--- src/rtl/serial_mac62.sv ---
// Sequential signed-magnitude multiply-accumulate over an N-element vector pair,
// one product per clock, producing the 21-bit sign/magnitude neuron operand.
module serial_mac62 #(
  parameter int N = 62
) (
  input  logic           clk,
  input  logic           rst_n,
  input  logic           start,
  input  logic [N*8-1:0] in_vec,
  input  logic [N*8-1:0] w_vec,
  output logic           busy,
  output logic           done,
  output logic [20:0]    out
);

  localparam int IW = $clog2(N);
  localparam logic [IW-1:0] LAST_IDX = IW'(N - 1);

  typedef enum logic [1:0] {
    S_IDLE  = 2'd0,
    S_ACCUM = 2'd1,
    S_DONE  = 2'd2
  } state_t;

  state_t          r_state;
  state_t          w_next;
  logic [N*8-1:0]  r_in;
  logic [N*8-1:0]  r_w;
  logic [IW-1:0]   r_idx;
  logic [20:0]     r_acc;
  logic [20:0]     r_out;
  logic            r_busy;
  logic            r_done;

  logic [7:0]      w_a;
  logic [7:0]      w_b;
  logic [13:0]     w_pmag;
  logic            w_psign;
  logic [20:0]     w_sum;
  logic            w_load;
  logic            w_last;

  // Signed-magnitude add; a zero result is always returned as +0.
  function automatic logic [20:0] sm_add(input logic [20:0] acc,
                                         input logic        p_sign,
                                         input logic [13:0] p_mag);
    logic [19:0] a_mag;
    logic [19:0] b_mag;
    logic [19:0] s_mag;
    logic        s_sign;
    a_mag = acc[19:0];
    b_mag = {6'd0, p_mag};
    if (b_mag == 20'd0) begin
      s_sign = acc[20];
      s_mag  = a_mag;
    end else if (acc[20] == p_sign) begin
      s_sign = acc[20];
      s_mag  = a_mag + b_mag;
    end else if (a_mag > b_mag) begin
      s_sign = acc[20];
      s_mag  = a_mag - b_mag;
    end else if (b_mag > a_mag) begin
      s_sign = p_sign;
      s_mag  = b_mag - a_mag;
    end else begin
      s_sign = 1'b0;
      s_mag  = 20'd0;
    end
    return {s_sign & (s_mag != 20'd0), s_mag};
  endfunction

  // Single shared multiplier and adder on the currently indexed element.
  always_comb begin
    w_a     = r_in[{r_idx, 3'b000} +: 8];
    w_b     = r_w[{r_idx, 3'b000} +: 8];
    w_psign = w_a[7] ^ w_b[7];
    w_pmag  = {7'd0, w_a[6:0]} * {7'd0, w_b[6:0]};
    w_sum   = sm_add(r_acc, w_psign, w_pmag);
    w_load  = start && (r_state != S_ACCUM);
    w_last  = (r_idx == LAST_IDX);
  end

  // Next-state decode.
  always_comb begin
    w_next = r_state;
    case (r_state)
      S_IDLE: begin
        if (start) w_next = S_ACCUM;
        else       w_next = S_IDLE;
      end
      S_ACCUM: begin
        if (w_last) w_next = S_DONE;
        else        w_next = S_ACCUM;
      end
      S_DONE: begin
        if (start) w_next = S_ACCUM;
        else       w_next = S_IDLE;
      end
      default: w_next = S_IDLE;
    endcase
  end

  // State register.
  always_ff @(posedge clk or negedge rst_n) begin
    if (!rst_n) begin
      r_state <= S_IDLE;
    end else begin
      r_state <= w_next;
    end
  end

  // Busy/done are registered decodes of the upcoming state.
  always_ff @(posedge clk or negedge rst_n) begin
    if (!rst_n) begin
      r_busy <= 1'b0;
      r_done <= 1'b0;
    end else begin
      r_busy <= (w_next == S_ACCUM);
      r_done <= (w_next == S_DONE);
    end
  end

  // Operand capture, accumulation and result update.
  always_ff @(posedge clk or negedge rst_n) begin
    if (!rst_n) begin
      r_in  <= {(N*8){1'b0}};
      r_w   <= {(N*8){1'b0}};
      r_idx <= {IW{1'b0}};
      r_acc <= 21'd0;
      r_out <= 21'd0;
    end else if (w_load) begin
      r_in  <= in_vec;
      r_w   <= w_vec;
      r_idx <= {IW{1'b0}};
      r_acc <= 21'd0;
    end else if (r_state == S_ACCUM) begin
      r_acc <= w_sum;
      if (w_last) begin
        r_idx <= {IW{1'b0}};
        r_out <= w_sum;
      end else begin
        r_idx <= r_idx + IW'(1);
      end
    end
  end

  assign busy = r_busy;
  assign done = r_done;
  assign out  = r_out;

endmodule

--- config.mk ---
export PLATFORM = sky130hd
export DESIGN_NAME = serial_mac62
export DESIGN_NICKNAME = d
export VERILOG_FILES = /design/src/rtl/serial_mac62.sv
export SDC_FILE = /design/constraint.sdc
export NUM_CORES = 2
export LEC_CHECK = 0
export ABC_CLOCK_PERIOD_IN_PS = 9300
export CAP_MARGIN = 25
export CORE_AREA = 2 2 401 403
export CTS_BUF_LIST = sky130_fd_sc_hd__clkbuf_2 sky130_fd_sc_hd__clkbuf_4 sky130_fd_sc_hd__clkbuf_8
export DETAILED_ROUTE_END_ITERATION = 10
export DIE_AREA = 0 0 403 405
export GPL_TIMING_DRIVEN = 0
export MAX_ROUTING_LAYER = met4
export PLACE_DENSITY = 0.52
export RECOVER_POWER = 50
export SLEW_MARGIN = 20
export SYNTH_ARGS = -nofsm -noshare
export SYNTH_HDL_FRONTEND = slang
export SYNTH_SLANG_ARGS = --single-unit
--- constraint.sdc ---
create_clock -name clk -period 9.3 [get_ports clk]
set_clock_uncertainty 0.05 [all_clocks]
set_input_delay 2.325 -clock clk [delete_from_list [all_inputs] [get_ports clk]]
set_output_delay 2.325 -clock clk [all_outputs]
set_load 0.01 [all_outputs]
==> metrics <==
Fillers around 15000; hold path cells 2; Async SR Flop Fraction 100.0%; syn nets 4682; Mapped Avg Cell Area 14.28 sq um; hold endpoint out[14]; post-synthesis register bit count 1044; share of the synthesized area in the top cell type 51.04%; Leak 32.97 nW; hpwl dp 198900 um; clock root buffer clkbuf_8; Critical Path Max Stage Delay 590 ps; DR DRC count 0; area grow syn2layout 41.50%; Die Ht 405 um; max_cap viols 9; Cells after Synth 3584; Synth area leader dfrtp_1; 1st-iter DRT viols 2944; largest net degree at the start of global routing 136; CTS HTree Levels 4; R2R depth 41; RSZ-0062 raised after global routing yes; Final Cycle Share 108.0%; Pwr Density 137.1 nW/um^2; vias per cell around 5.3; DR WL/cell ~35 um; layout cells sized above 1 39.86%; minimum clock period roughly 10000 ps; ranking of synthesized cells by area dfrtp_1 (51%), mux2_2 (22%), mux4_2 (10%), mux2i_1 (2.7%), ha_1 (1.9%); first-pass GRT wire length 341100 um; first-pass detailed-route iteration total 7; Most used DFF post-synth dfrtp_1; crit-path most repeated cell buf_16; library cells used by synthesis slightly above 70; total power 0.009930 W; reg2reg setup slack -750 ps; WS Path Type reg -> reg; EDFF count, synth 0; Worst Setup End Kind register; Rel. slew slack -138.9%; part of the power in combinational logic 5.5%; Max clock buf depth 3; GR Util All Layers 31.81%; Yosys warnings 0; final worst slack -745.3 ps; failing checks capacitance limit, slew limit, setup timing; Post-Synthesis Cell Area 51190 sq um; worst r2r src r_idx[0]; via count a little under 40000; Final nets just over 6000; FF+latch area 26130 sq um; Sequential Power Share 45.8%; register area share after synthesis about half; Startpoint Class register; WP data required 10060 ps; Final Cell Area roughly 72000 sq um; antenna-violating nets left 0; HP Start out[14]; initial antenna violation count 141; worst-skew pair later-pin latency approximately 980 ps; Slew Viols, Final 968; Placer Congestion 0.9487; gr ovfl total 0; Switch Pwr 0.002332 W; VDD IR max roughly 140 uV; crit path max fanout 7; Hold WC Path Type reg -> reg; CTS buffer count 190; Fmax achieved 99.55 MHz; slowest cell on the critical path mux4_2; Final Setup Violations 28; Initial Utilization 32.14%; Post-DP Area 64730 sq um; worst slew pin tran 3583 ps; Clk pwr share 48.7%; Reg2Reg Capture Point out[20]; multi-input logic area 25120 sq um; Int Pwr between 0.007 and 0.008 W; die area between 150000 and 200000 sq um; Rows 147; Hold Vio Cnt, Final 0; CTS clk-pin slew, worst paths 60 ps; status complete, but fails checks; CTS tree done; die extent in x ~400 um; Net Sw Frac 23.49%; Critical Path AT 10810 ps; area of the core 159300 sq um; port bufs 1017; clk sinks approximately 1000; final setup TNS -3671 ps; IO Pins 1018; vias in the first global route 40450; worst hold slack 439.1 ps; final wirelength around 260000 um
registers in the layout (all words and copies together) (netlist names):
name / count
done: 1
r_w: 496
busy: 1
out: 21
r_state: 2
r_idx: 6
r_in: 496
r_acc: 21
worst max path at each step:
stage | from | endpoint | slack (ps)
final | r_idx[0] | out[20] | -750
after global routing | r_idx[0] | out[20] | -880
after CTS | r_idx[0] | out[20] | -820
after detailed placement | r_idx[1] | out[20] | -6190
after global placement | rst_n | r_w[36] | -45150
after floorplan | r_idx[0] | out[20] | 10
power groups by stage:
stage | Sequential, W | Clock (W) | Combinational (W)
after floorplan | 0.00463 | 0 | 0.00000598
after global placement | 0.00465 | 0 | 0.000552
after detailed placement | 0.00463 | 0 | 0.000566
after CTS | 0.00454 | 0.00494 | 0.000568
after global routing | 0.00454 | 0.00514 | 0.000587
final | 0.00455 | 0.00483 | 0.000551
cell families after synthesis:
kind of cell             count (synthesis)  synth area share [%]
adder cells (fa/ha/maj)                103                 2.914
AND/OR/NAND/NOR                        319                 3.131
flip-flops                            1044                 51.04
XOR/XNOR                                24                0.4644
AO/OA/AOI/OAI                          399                 4.994
multiplexers                          1365                 34.78
buffers and inverters                  330                 2.684
stage by stage:
step / instances / setup WS (ps) / util (%)
6_report: 7284 / -745.3 / 45.47
5_1_grt: 7265 / -876.4 / 45.44
4_1_cts: 7152 / -824.5 / 45.06
3_5_place_dp: 6712 / -6190 / 40.64
3_3_place_gp: 6687 / -45150 / 40.27
2_1_floorplan: 3584 / 11.18 / -
cells in the mapped netlist (4+ instances only):
library cell	instances
nor4_1	7
nand2b_1	24
mux2i_1	136
nor3b_1	4
buf_1	11
nor3_1	16
dfrtp_1	1044
a211o_1	8
nand4_1	9
o21a_1	10
o221ai_1	13
o31ai_1	12
a211oi_1	21
buf_2	30
fa_1	27
nor2_1	65
o22ai_1	21
o21ai_0	122
xnor2_1	15
a22o_1	4
a221oi_1	7
a21oi_1	88
inv_1	86
a31oi_1	10
xor2_1	7
buf_4	18
o21bai_1	12
clkbuf_1	179
and2_1	12
nor2b_1	30
mux4_2	231
a2111oi_0	5
a21o_1	13
o211ai_1	8
nand3_1	34
nand2_1	84
mux2_2	998
o311ai_0	9
and3_1	8
buf_6	4
ha_1	76
or3_1	6
or2_2	9
per-layer routing:
layer / GRT usage (%) / wire length, um / vias up
met5: - / 0 / -
met1: 38.16 / 102500 / 20810
li1: - / - / 16200
met2: 53.24 / 129700 / 1447
met4: 9.856 / 7278 / 0
met3: 7.200 / 16580 / 373
what timing repair did:
action / 4_1_cts / 5_1_grt
pin swaps: 66 / 45
gates cloned: 4 / 1
hold buffers: 0 / 0
endpoints found under the setup margin: 42 / 42
resized for setup: 433 / 110
setup buffers: 107 / 21
worst max-delay path, delay by kind of cell (launching register included):
kind	cells	cell delay [ps]
AOI/OAI and AO/OA	12	2220
xor gates and xnor gates	1	150
adders and majority gates	6	2550
buffers and inverters	12	1720
DFF	1	380
muxes	4	1710
and+or+nand+nor	6	1030
layout by cell type, fill, tap and decap left out, types with 33 or more instances in the layout:
| cell type | synthesis | layout |
|---|---|---|
| clkbuf_4 | 0 | 79 |
| inv_1 | 86 | 81 |
| diode_2 | 0 | 113 |
| clkbuf_1 | 179 | 129 |
| a21oi_1 | 88 | 67 |
| mux4_2 | 231 | 231 |
| nand2_1 | 84 | 77 |
| nand3_1 | 34 | 33 |
| mux2_2 | 998 | 997 |
| dfrtp_1 | 1044 | 1042 |
| o21ai_1 | 1 | 39 |
| nor2_1 | 65 | 61 |
| o21ai_0 | 122 | 58 |
| buf_4 | 18 | 115 |
| ha_1 | 76 | 67 |
| mux2i_1 | 136 | 97 |
| clkdlybuf4s50_1 | 0 | 1015 |
| clkbuf_8 | 0 | 240 |
final cells by class:
| class | count | share of cell area, % |
|---|---|---|
| Timing Repair Buffer | 1173 | 16.24 |
| Buffer | 237 | 2.845 |
| Clock inverter | 27 | 0.5200 |
| Sequential cell | 1044 | 36.08 |
| Multi-Input combinational cell | 2210 | 34.68 |
| Tap cell | 2086 | 3.603 |
| Clock buffer | 306 | 5.184 |
| Antenna cell | 113 | 0.3904 |
| Inverter | 88 | 0.4612 |
Power figures use the tool's default switching activity.
